`config.mk`:
```
export PLATFORM = sky130hd
export DESIGN_NAME = regfile_dump
export DESIGN_NICKNAME = d
export VERILOG_FILES = /design/src/rtl/regfile_dump.sv
export SDC_FILE = /design/constraint.sdc
export NUM_CORES = 1
export LEC_CHECK = 0
export CORE_UTILIZATION = 35
export DETAILED_ROUTE_END_ITERATION = 6
export GPL_TIMING_DRIVEN = 1
export HOLD_SLACK_MARGIN = 0.15
export PLACE_DENSITY = 0.7
export SYNTH_ARGS = -nofsm -noshare
export SYNTH_HDL_FRONTEND = slang
export SYNTH_SLANG_ARGS = --single-unit
export TNS_END_PERCENT = 5
```
`constraint.sdc`:
```
create_clock -name clk_i -period 1.7 [get_ports clk_i]
set_input_delay 0.34 -clock clk_i [delete_from_list [all_inputs] [get_ports clk_i]]
set_output_delay 0.34 -clock clk_i [all_outputs]
set_load 0.03 [all_outputs]
```
`src/rtl/regfile_dump.sv`:
```
// Debug-side register file walker: reads a contiguous (optionally wrapping) address
// range through the debug read port and streams (address, data) beats on valid/ready.
module regfile_dump #(
    parameter int NUM_REGS   = 32,
    parameter int ADDR_WIDTH = 5,
    parameter int DATA_WIDTH = 32
) (
    input  logic                  clk_i,
    input  logic                  rst_ni,
    input  logic                  start_i,
    input  logic [ADDR_WIDTH-1:0] first_addr_i,
    input  logic [ADDR_WIDTH-1:0] last_addr_i,
    input  logic                  abort_i,
    output logic [ADDR_WIDTH-1:0] dbg_addr_o,
    input  logic [DATA_WIDTH-1:0] dbg_data_i,
    output logic                  out_valid_o,
    input  logic                  out_ready_i,
    output logic [ADDR_WIDTH-1:0] out_addr_o,
    output logic [DATA_WIDTH-1:0] out_data_o,
    output logic                  out_last_o,
    output logic                  busy_o,
    output logic                  done_o
);

    typedef enum logic [1:0] {IDLE, READ, SEND, DONE} state_e;

    state_e                state_q, state_d;
    logic [ADDR_WIDTH-1:0] cur_q, cur_d;
    logic [ADDR_WIDTH-1:0] end_q, end_d;
    logic [ADDR_WIDTH-1:0] out_addr_q, out_addr_d;
    logic [DATA_WIDTH-1:0] out_data_q, out_data_d;
    logic                  out_last_q, out_last_d;
    logic                  out_valid_q, busy_q, done_q;
    logic [ADDR_WIDTH-1:0] cur_inc;

    // Wrap explicitly so a non-power-of-two NUM_REGS still walks modulo NUM_REGS.
    assign cur_inc = (cur_q == ADDR_WIDTH'(NUM_REGS - 1)) ? '0 : cur_q + 1'b1;

    always_comb begin
        state_d    = state_q;
        cur_d      = cur_q;
        end_d      = end_q;
        out_addr_d = out_addr_q;
        out_data_d = out_data_q;
        out_last_d = out_last_q;
        case (state_q)
            IDLE: begin
                if (start_i && !abort_i) begin
                    cur_d   = first_addr_i;
                    end_d   = last_addr_i;
                    state_d = READ;
                end
            end
            READ: begin
                if (abort_i) begin
                    state_d = IDLE;
                end else begin
                    out_addr_d = cur_q;
                    out_data_d = dbg_data_i;
                    out_last_d = (cur_q == end_q);
                    state_d    = SEND;
                end
            end
            SEND: begin
                // Abort wins over the next state even when a transfer coincides.
                if (abort_i) begin
                    state_d = IDLE;
                end else if (out_ready_i) begin
                    if (out_last_q) begin
                        state_d = DONE;
                    end else begin
                        cur_d   = cur_inc;
                        state_d = READ;
                    end
                end
            end
            DONE: state_d = IDLE;
            default: state_d = IDLE;
        endcase
    end

    always_ff @(posedge clk_i or negedge rst_ni) begin
        if (!rst_ni) begin
            state_q     <= IDLE;
            cur_q       <= '0;
            end_q       <= '0;
            out_addr_q  <= '0;
            out_data_q  <= '0;
            out_last_q  <= 1'b0;
            out_valid_q <= 1'b0;
            busy_q      <= 1'b0;
            done_q      <= 1'b0;
        end else begin
            state_q     <= state_d;
            cur_q       <= cur_d;
            end_q       <= end_d;
            out_addr_q  <= out_addr_d;
            out_data_q  <= out_data_d;
            out_last_q  <= out_last_d;
            out_valid_q <= (state_d == SEND);
            busy_q      <= (state_d != IDLE);
            done_q      <= (state_d == DONE);
        end
    end

    assign dbg_addr_o  = cur_q;
    assign out_valid_o = out_valid_q;
    assign out_addr_o  = out_addr_q;
    assign out_data_o  = out_data_q;
    assign out_last_o  = out_last_q;
    assign busy_o      = busy_q;
    assign done_o      = done_q;

endmodule

```
# Word-level counts from Yosys, hierarchy flattened
# Index checks and enable logic that the tools add are counted.
# totals
output_inout_bits	46
elab_cells	42
regBits	53
# classes
bitwise	1
n_reduce_logical	8
add_sub_neg	1
n_mux	12
n_eq_ne	11
# ops
cell	n
2-to-1 mux 5 bit	5
2-to-1 mux 2 bit	5
case mux 5 bit (2 select lines)	1
equality test 2 bit, second input constant	4
inequality test 2 bit, second input constant	4
case mux 2 bit (4 select lines)	1
adder 5 x 1 -> 5 bit, second input constant	1
equality test 5 bit	1
equality test 5 bit, second input constant	1
AND reduction 5 bit	1
AND reduction 2 bit	2
nonzero test 2 bit	2
equality test 2 x 1 -> 1 bit, second input constant	1
zero test 2 bit	1
logical AND 1 bit	1
zero test 1 bit	1
inverter 1 bit	1

# Longest topological paths before layout
# logic_depth
word_depth	6
depth_mapped	6
ltp_nobuf	6

# Worst setup path after synthesis
# No wires, ideal clock.
# synth_path
kind	register to register
startpoint	register cur_q[0], in the netlist dbg_addr_o[0]
endpoint	register cur_q[4], in the netlist dbg_addr_o[4]
path_buffers	0
stages_incl_launch_ff	6
setup_ns	0.125
path_slack_ns	-0.163
t_arrival_ns	1.737
cell_sequence	dfrtp_1 -> ha_1 -> and3_1 -> ha_1 -> mux2_4 -> mux2_4
# synth_via
elab_chain_cells	6
word_cells_on_any_way	7
cone_classes	add/sub (1); eq/ne (1); mux (5)
# synth_rtl
item	line_no	source
from (decl)	28	logic [ADDR_WIDTH-1:0] cur_q, cur_d;
from (signal assigned)	95	cur_q <= cur_d;
adder 5 x 1 -> 5 bit or equality test 5 bit (tied branches)	37	assign cur_inc = (cur_q == ADDR_WIDTH'(NUM_REGS - 1)) ? '0 : cur_q + 1'b1;
2-to-1 mux 5 bit (*)	37	
2-to-1 mux 5 bit (*)	69	if (out_last_q) begin
2-to-1 mux 5 bit (*)	68	end else if (out_ready_i) begin
2-to-1 mux 5 bit (*)	66	if (abort_i) begin
case mux 5 bit (2 select lines) (*)	46	case (state_q)
# Every way passes the cells marked *; elsewhere a longest branch is shown, timed or not. The select of a mux whose other input is x is not followed.
# A chain may end at the register's enable or synchronous reset.

# Worst setup path after layout
# layout_path
startpoint	register out_data_q[25], in the netlist out_data_o[25]
endpoint	output out_data_o[25]
# layout_rtl
item	line_no	source
from (decl)	31	logic [DATA_WIDTH-1:0] out_data_q, out_data_d;
from (signal assigned)	98	out_data_q <= out_data_d;
to (decl)	19	output logic [DATA_WIDTH-1:0] out_data_o,
# No word-level cell between the ends.

==> out/qor.yml <==
status: "completed"
place_inst: 327
ys_ff_latch: 53
nNetsFinal: 307
vias: 1607
initial_core_util: 0.361
die_area_um2: 6840
yosysUniqueCellTypes: 33
crit_slowest_cell: "clkdlybuf4s50_1"
yosysSeqAreaShare: 0.581
internal_power_mw: 3.16
synth-edff-count: 0
grt_pass1_vias: 1543
cts-root-buf: "clkbuf_8"
crit_family: "buffers and inverters"
synth_ff_type: "dfrtp_1"
worst_setup_path_end_kind: "primary output"
gp_congestion: 0.752
die_width_um: 82.7
maxSlewViolCount: 0
switching_share: 0.357
cts.sinks: 53
multiInputGateArea_um2: 908
final_cell_mix: "51 x dfrtp_1, 50 x clkdlybuf4s50_1, 35 x dlymetal6s2s_1"
grt_util_all_layers: 0.141
timing.fmax_ghz: 0.604
rsz0062_at_grt: "false"
slowest_delay_ns: 0.66
synthArstFlopShare: 1.00
htreeDepth: 2
register_area_um2: 1330
grt_pass1_wl_um: 7240
die_h_um: 82.7
setup_viol: 0
max-cap-violations: 0
rows: 29
wl_per_cell_um: 13.9
critPathLaunchType: "register"
area_growth_pct: 58.4
synth.net_count: 199
totalWireLength_um: 4670
cts_max_path_buffers: 2
combPwrFrac: 0.441
path_class: "reg2out"
dp_hpwl_um: 3400
p_total_mw: 4.91
p_clk_frac: 0.180
ir_worst_vdd_mv: 0.680
fin_crit_sh: 0.973
leakage_nw: 1.82
antenna_found_initial: 0
power.switching_mw: 1.75
finClkSkew_ns: 0.00775
cts_tree: "built"
drive_gt1_frac: 0.282
grt_remaining_overflow: 0
path_cells: "clkdlybuf4s50_1"
synthCells: 150
core_area_um2: 6310
clk_pin_slew_ns: 0.10
power_density_nw_per_um2: 1360
final-instance-count-excl-fill: 336
pin_count: 93
critPathMaxFanout: 2
dr.pass1.iters: 4
nFillCells: 524
cp.depth: 1
worst_pin_slew_ns: 0.408
cp.required_ns: 1.36
hold_path.class: "reg2reg"
vias_per_cell: 4.78
grt_max_degree: 54
yosysWarnings: 0
syn_area_per_cell_um2: 15.2
seq_power_share: 0.379
drt-initial-drc-count: 41
drc_errors: 0
syn_area_um2: 2280
final_common_cell: "dfrtp_1"
hold_viol_final: 0
cp_data_arrival_time_ns: 1.31
relSlewSlack: 0.728
hold_depth: 1
detail-route-antenna-nets: 0
min_period_ns: 1.65
numPortBuffers: 92
critPathBufInv: 1
worst_r2r_path_depth: 6
insertion_delay_ns: 0.30
numCtsBuffers: 5
antenna_cells: 0
[synth_stat cells, types with 2 or more instances]
cell       instances  share of area
a211oi_1           2         0.0066
a21oi_1            2         0.0044
a32o_1             2         0.0088
and3_1             2         0.0055
buf_4              3         0.0099
buf_6              4          0.020
dfrtp_1           53           0.58
ha_1               2          0.011
inv_1              4         0.0066
mux2_1             8          0.039
mux2_2            34           0.17
mux2_4             4          0.026
nand2b_1           2         0.0055
nand3_1            3         0.0066
nor3_1             2         0.0044
o2bb2ai_1          2         0.0077
xnor2_1            5          0.019
[registers in the layout (all words and copies together) (netlist names)]
name	flops
state_q	2
end_q	5
busy_o	1
dbg_addr_o	5
out_data_o	32
out_last_o	1
done_o	1
out_valid_o	1
out_addr_o	5
[stage by stage]
| step | area, um^2 | setup TNS, ns | hold WS [ns] | util | worst slack (ns) |
|---|---|---|---|---|---|
| floorplan | 2310 | 0 | 0.0444 | - | 0.0164 |
| global placement | 3400 | -8.47 | 0.355 | 0.538 | -0.205 |
| detailed placement | 3400 | -8.84 | 0.357 | 0.538 | -0.216 |
| CTS | 3520 | 0 | 0.507 | 0.557 | 0.00443 |
| global route | 3610 | 0 | 0.516 | 0.572 | 0.00256 |
| finish | 3610 | 0 | 0.493 | 0.572 | 0.0451 |
[routing by layer]
metal	GRT usage	vias to the layer above	wire length [um]
met1	0.180	786	1950
li1	-	755	-
met4	0.0414	0	46
met2	0.235	60	2250
met3	0.0352	6	419
met5	0	-	0
[final timing paths]
check,startpoint,end,slack (ns)
min,out_data_o[10],out_data_o[10],0.49
min reg2reg,out_data_o[10],out_data_o[10],0.49
max in group asynchronous,rst_ni,dbg_addr_o[1],0.88
max,out_data_o[25],out_data_o[25],0.05
max reg2reg,dbg_addr_o[0],dbg_addr_o[3],0.07
min in group asynchronous,rst_ni,out_data_o[21],0.56
[area by class of cell]
cell class | instances | area share
clock buffers | 6 | 0.0229
clock inverters | 2 | 0.0104
well taps | 77 | 0.0267
multi-input cells | 86 | 0.251
inverters | 4 | 0.00416
repair buffers | 108 | 0.317
flip-flops and latches | 53 | 0.368
[repair_timing]
item | 4_1_cts | 5_1_grt
hold buffers | 1 | 0
setup buffers | 0 | 0
gates resized for setup | 6 | 36
endpoints found under the setup margin | 6 | 36
hold endpoints to repair | 53 | 0
[logic make-up (layout without fill, tap and decap cells)]
logic type,Yosys count,in the layout,share of synthesized area
AOI/OAI and AO/OA,14,14,0.0516
xor gates and xnor gates,5,5,0.0192
adders and majority gates,2,2,0.0110
buffers and inverters,11,120,0.0362
DFF,53,53,0.581
muxes,47,47,0.238
and+or+nand+nor,18,18,0.0625
[power by group through the flow]
stage / sequential (mW) / clock (mW) / combinational (mW)
finish: 1.86 / 0.882 / 2.17
floorplan: 2.60 / 0 / 0.540
global route: 1.93 / 0.960 / 2.31
CTS: 1.88 / 0.917 / 2.24
global placement: 1.89 / 0 / 2.23
detailed placement: 1.91 / 0 / 2.26
(Power assumes the default switching activity.)
==> patch (same flow settings) <==
The parameter `NUM_REGS` goes from 32 to 16.
--- a/src/rtl/regfile_dump.sv
+++ b/src/rtl/regfile_dump.sv
@@ -1,7 +1,7 @@
 // Debug-side register file walker: reads a contiguous (optionally wrapping) address
 // range through the debug read port and streams (address, data) beats on valid/ready.
 module regfile_dump #(
-    parameter int NUM_REGS   = 32,
+    parameter int NUM_REGS   = 16,
     parameter int ADDR_WIDTH = 5,
     parameter int DATA_WIDTH = 32
 ) (
Check against the original RTL: not equivalent (a bounded check fails within 4 cycles, from zero or initial values and one cycle with rst_ni low).
==> patch against the unedited design <==
Critical path type unchanged. Largest cell class unchanged. Area after synthesis increased by 2.1%. Setup slack got worse by 0.0036 ns. Sequential cell count unchanged. Design area shrank 1.1%. Register-to-register slack improved by 0.08 ns. Power increased by 1.2%. Highest routed layer unchanged. Wire length grew 6.2%.
==> patch: results (changes against the unedited design) <==
first-pass GRT wire length 8349 um (was 7238 um); register area share after synthesis 56.93% (was 58.15%); Total Routing Usage GR 14.88% (was 14.11%); Cell variety after synth 43 (was 33); most frequent cells after synthesis dfrtp_1, mux2_2, mux2_4 (was dfrtp_1, mux2_2, mux2_1); Post-Place Cells 329 (was 327); dpl ws -0.1845 ns (was -0.2159 ns); ranking of synthesized cells by area dfrtp_1, mux2_2, mux2_4 (was dfrtp_1, mux2_2, mux2_1); post-DR vias/cell 4.858 (was 4.783); Initial DRC Count 33 (was 41); maximum vdd drop 719.1 uV (was 680.0 uV); wl on met1 2177 um (was 1945 um); Post-Syn Nets 204 (was 199); drt pass-1 iters 3 (was 4); clock skew 0.002216 ns (was 0.007753 ns); vias in the first global route 1,744 (was 1,543); routed wl met3 360 um (was 419 um); Leak 1.743 nW (was 1.821 nW); layout cells sized above 1 28.35% (was 28.19%); status finished, final reports clean (unchanged); final wirelength 4953 um (was 4665 um); metal2 WL 2322 um (was 2254 um); post-DP HPWL 3544 um (was 3403 um); routability congestion estimate 0.7304 (was 0.7521); worst relative slew slack 77.29% (was 72.78%); nets 308 (was 307); syn_area_per_cell 14.93 um^2 (was 15.21 um^2); Wirelength per Cell 14.65 um (was 13.88 um)
==> patch: changes by cell type in the layout (fill, tap and decap cells not counted), moves of 3 or more <==
cell             change
dlymetal6s2s_1       -7
clkdlybuf4s50_1      +5
buf_4                -3
mux2_4               +4
nand2_1              +3
mux2_2               +3
mux2_1               -8
==> patch: through the flow <==
stage	TNS [ns]	cell area, um^2	utilization [%]
4_1_cts	0	3502	54.84
6_report	0	3572	55.94
3_5_place_dp	-6.670	3386	53.02
3_3_place_gp	-5.474	3386	53.02
2_1_floorplan	0	2330	-
5_1_grt	0	3572	55.94
==> patch: worst paths after layout <==
kind	start	to	slack (ns)	cells after the start
worst max register to register	state_q[0]$_DFF_PN0_	out_data_o[28]$_DFFE_PN0P_	0.15	3
min in group asynchronous	rst_ni	out_addr_o[0]$_DFFE_PN0P_	0.56	3
max in group asynchronous	rst_ni	out_valid_o$_DFF_PN0_	0.89	3
worst min-delay path	out_data_o[30]$_DFFE_PN0P_	out_data_o[30]$_DFFE_PN0P_	0.51	1
worst max-delay path	out_data_o[15]$_DFFE_PN0P_	out_data_o[15]	0.04	1
worst min register to register	out_data_o[30]$_DFFE_PN0P_	out_data_o[30]$_DFFE_PN0P_	0.51	1
==> patch: layout make-up <==
cell class              count  share of cell area [%]
repair buffers            105                   30.82
multi-input cells          92                   25.78
well taps                  77                   2.697
clock inverters             1                  0.8406
clock buffers               7                   2.417
inverters                   3                  0.3152
flip-flops and latches     53                   37.13
==> patch: metal layers <==
metal	track usage, %	up-vias
li1	-	764
met1	19.17	804
met2	24.17	64
met3	4.253	10
met4	4.777	0
met5	0	-
==> patch: cell families after synthesis <==
logic type,count (synthesis),share of synthesized area [%]
AND/OR/NAND/NOR,23,8.164
XOR/XNOR,5,1.880
adder cells (fa/ha/maj),1,0.5370
multiplexers,46,23.47
flip-flops,53,56.93
buffers and inverters,11,3.544
AO/OA/AOI/OAI,17,5.479
==> patch: timing repair <==
item / CTS / global route
gates cloned: 0 / 0
pin swaps: 0 / 0
endpoints found under the setup margin: 8 / 28
hold buffers: 1 / 0
gates resized for setup: 8 / 28
hold endpoints to repair: 53 / 0
==> patch: where the power goes <==
part	total [W]	leakage [nW]	switching, W	internal (W)
logic	0.00224	1.05	0.00117	0.00107
clock network	0.000880	0.0585	0.000399	0.000481
registers	0.00185	0.636	0.000213	0.00164
total	0.00497	1.74	0.00178	0.00319
==> patch: worst register-to-register path, cell delays in order, from the launching register on <==
cell and delay [ns]:
dfrtp_1 0.52, nor3b_4 0.33, buf_4 0.25, mux2_2 0.35
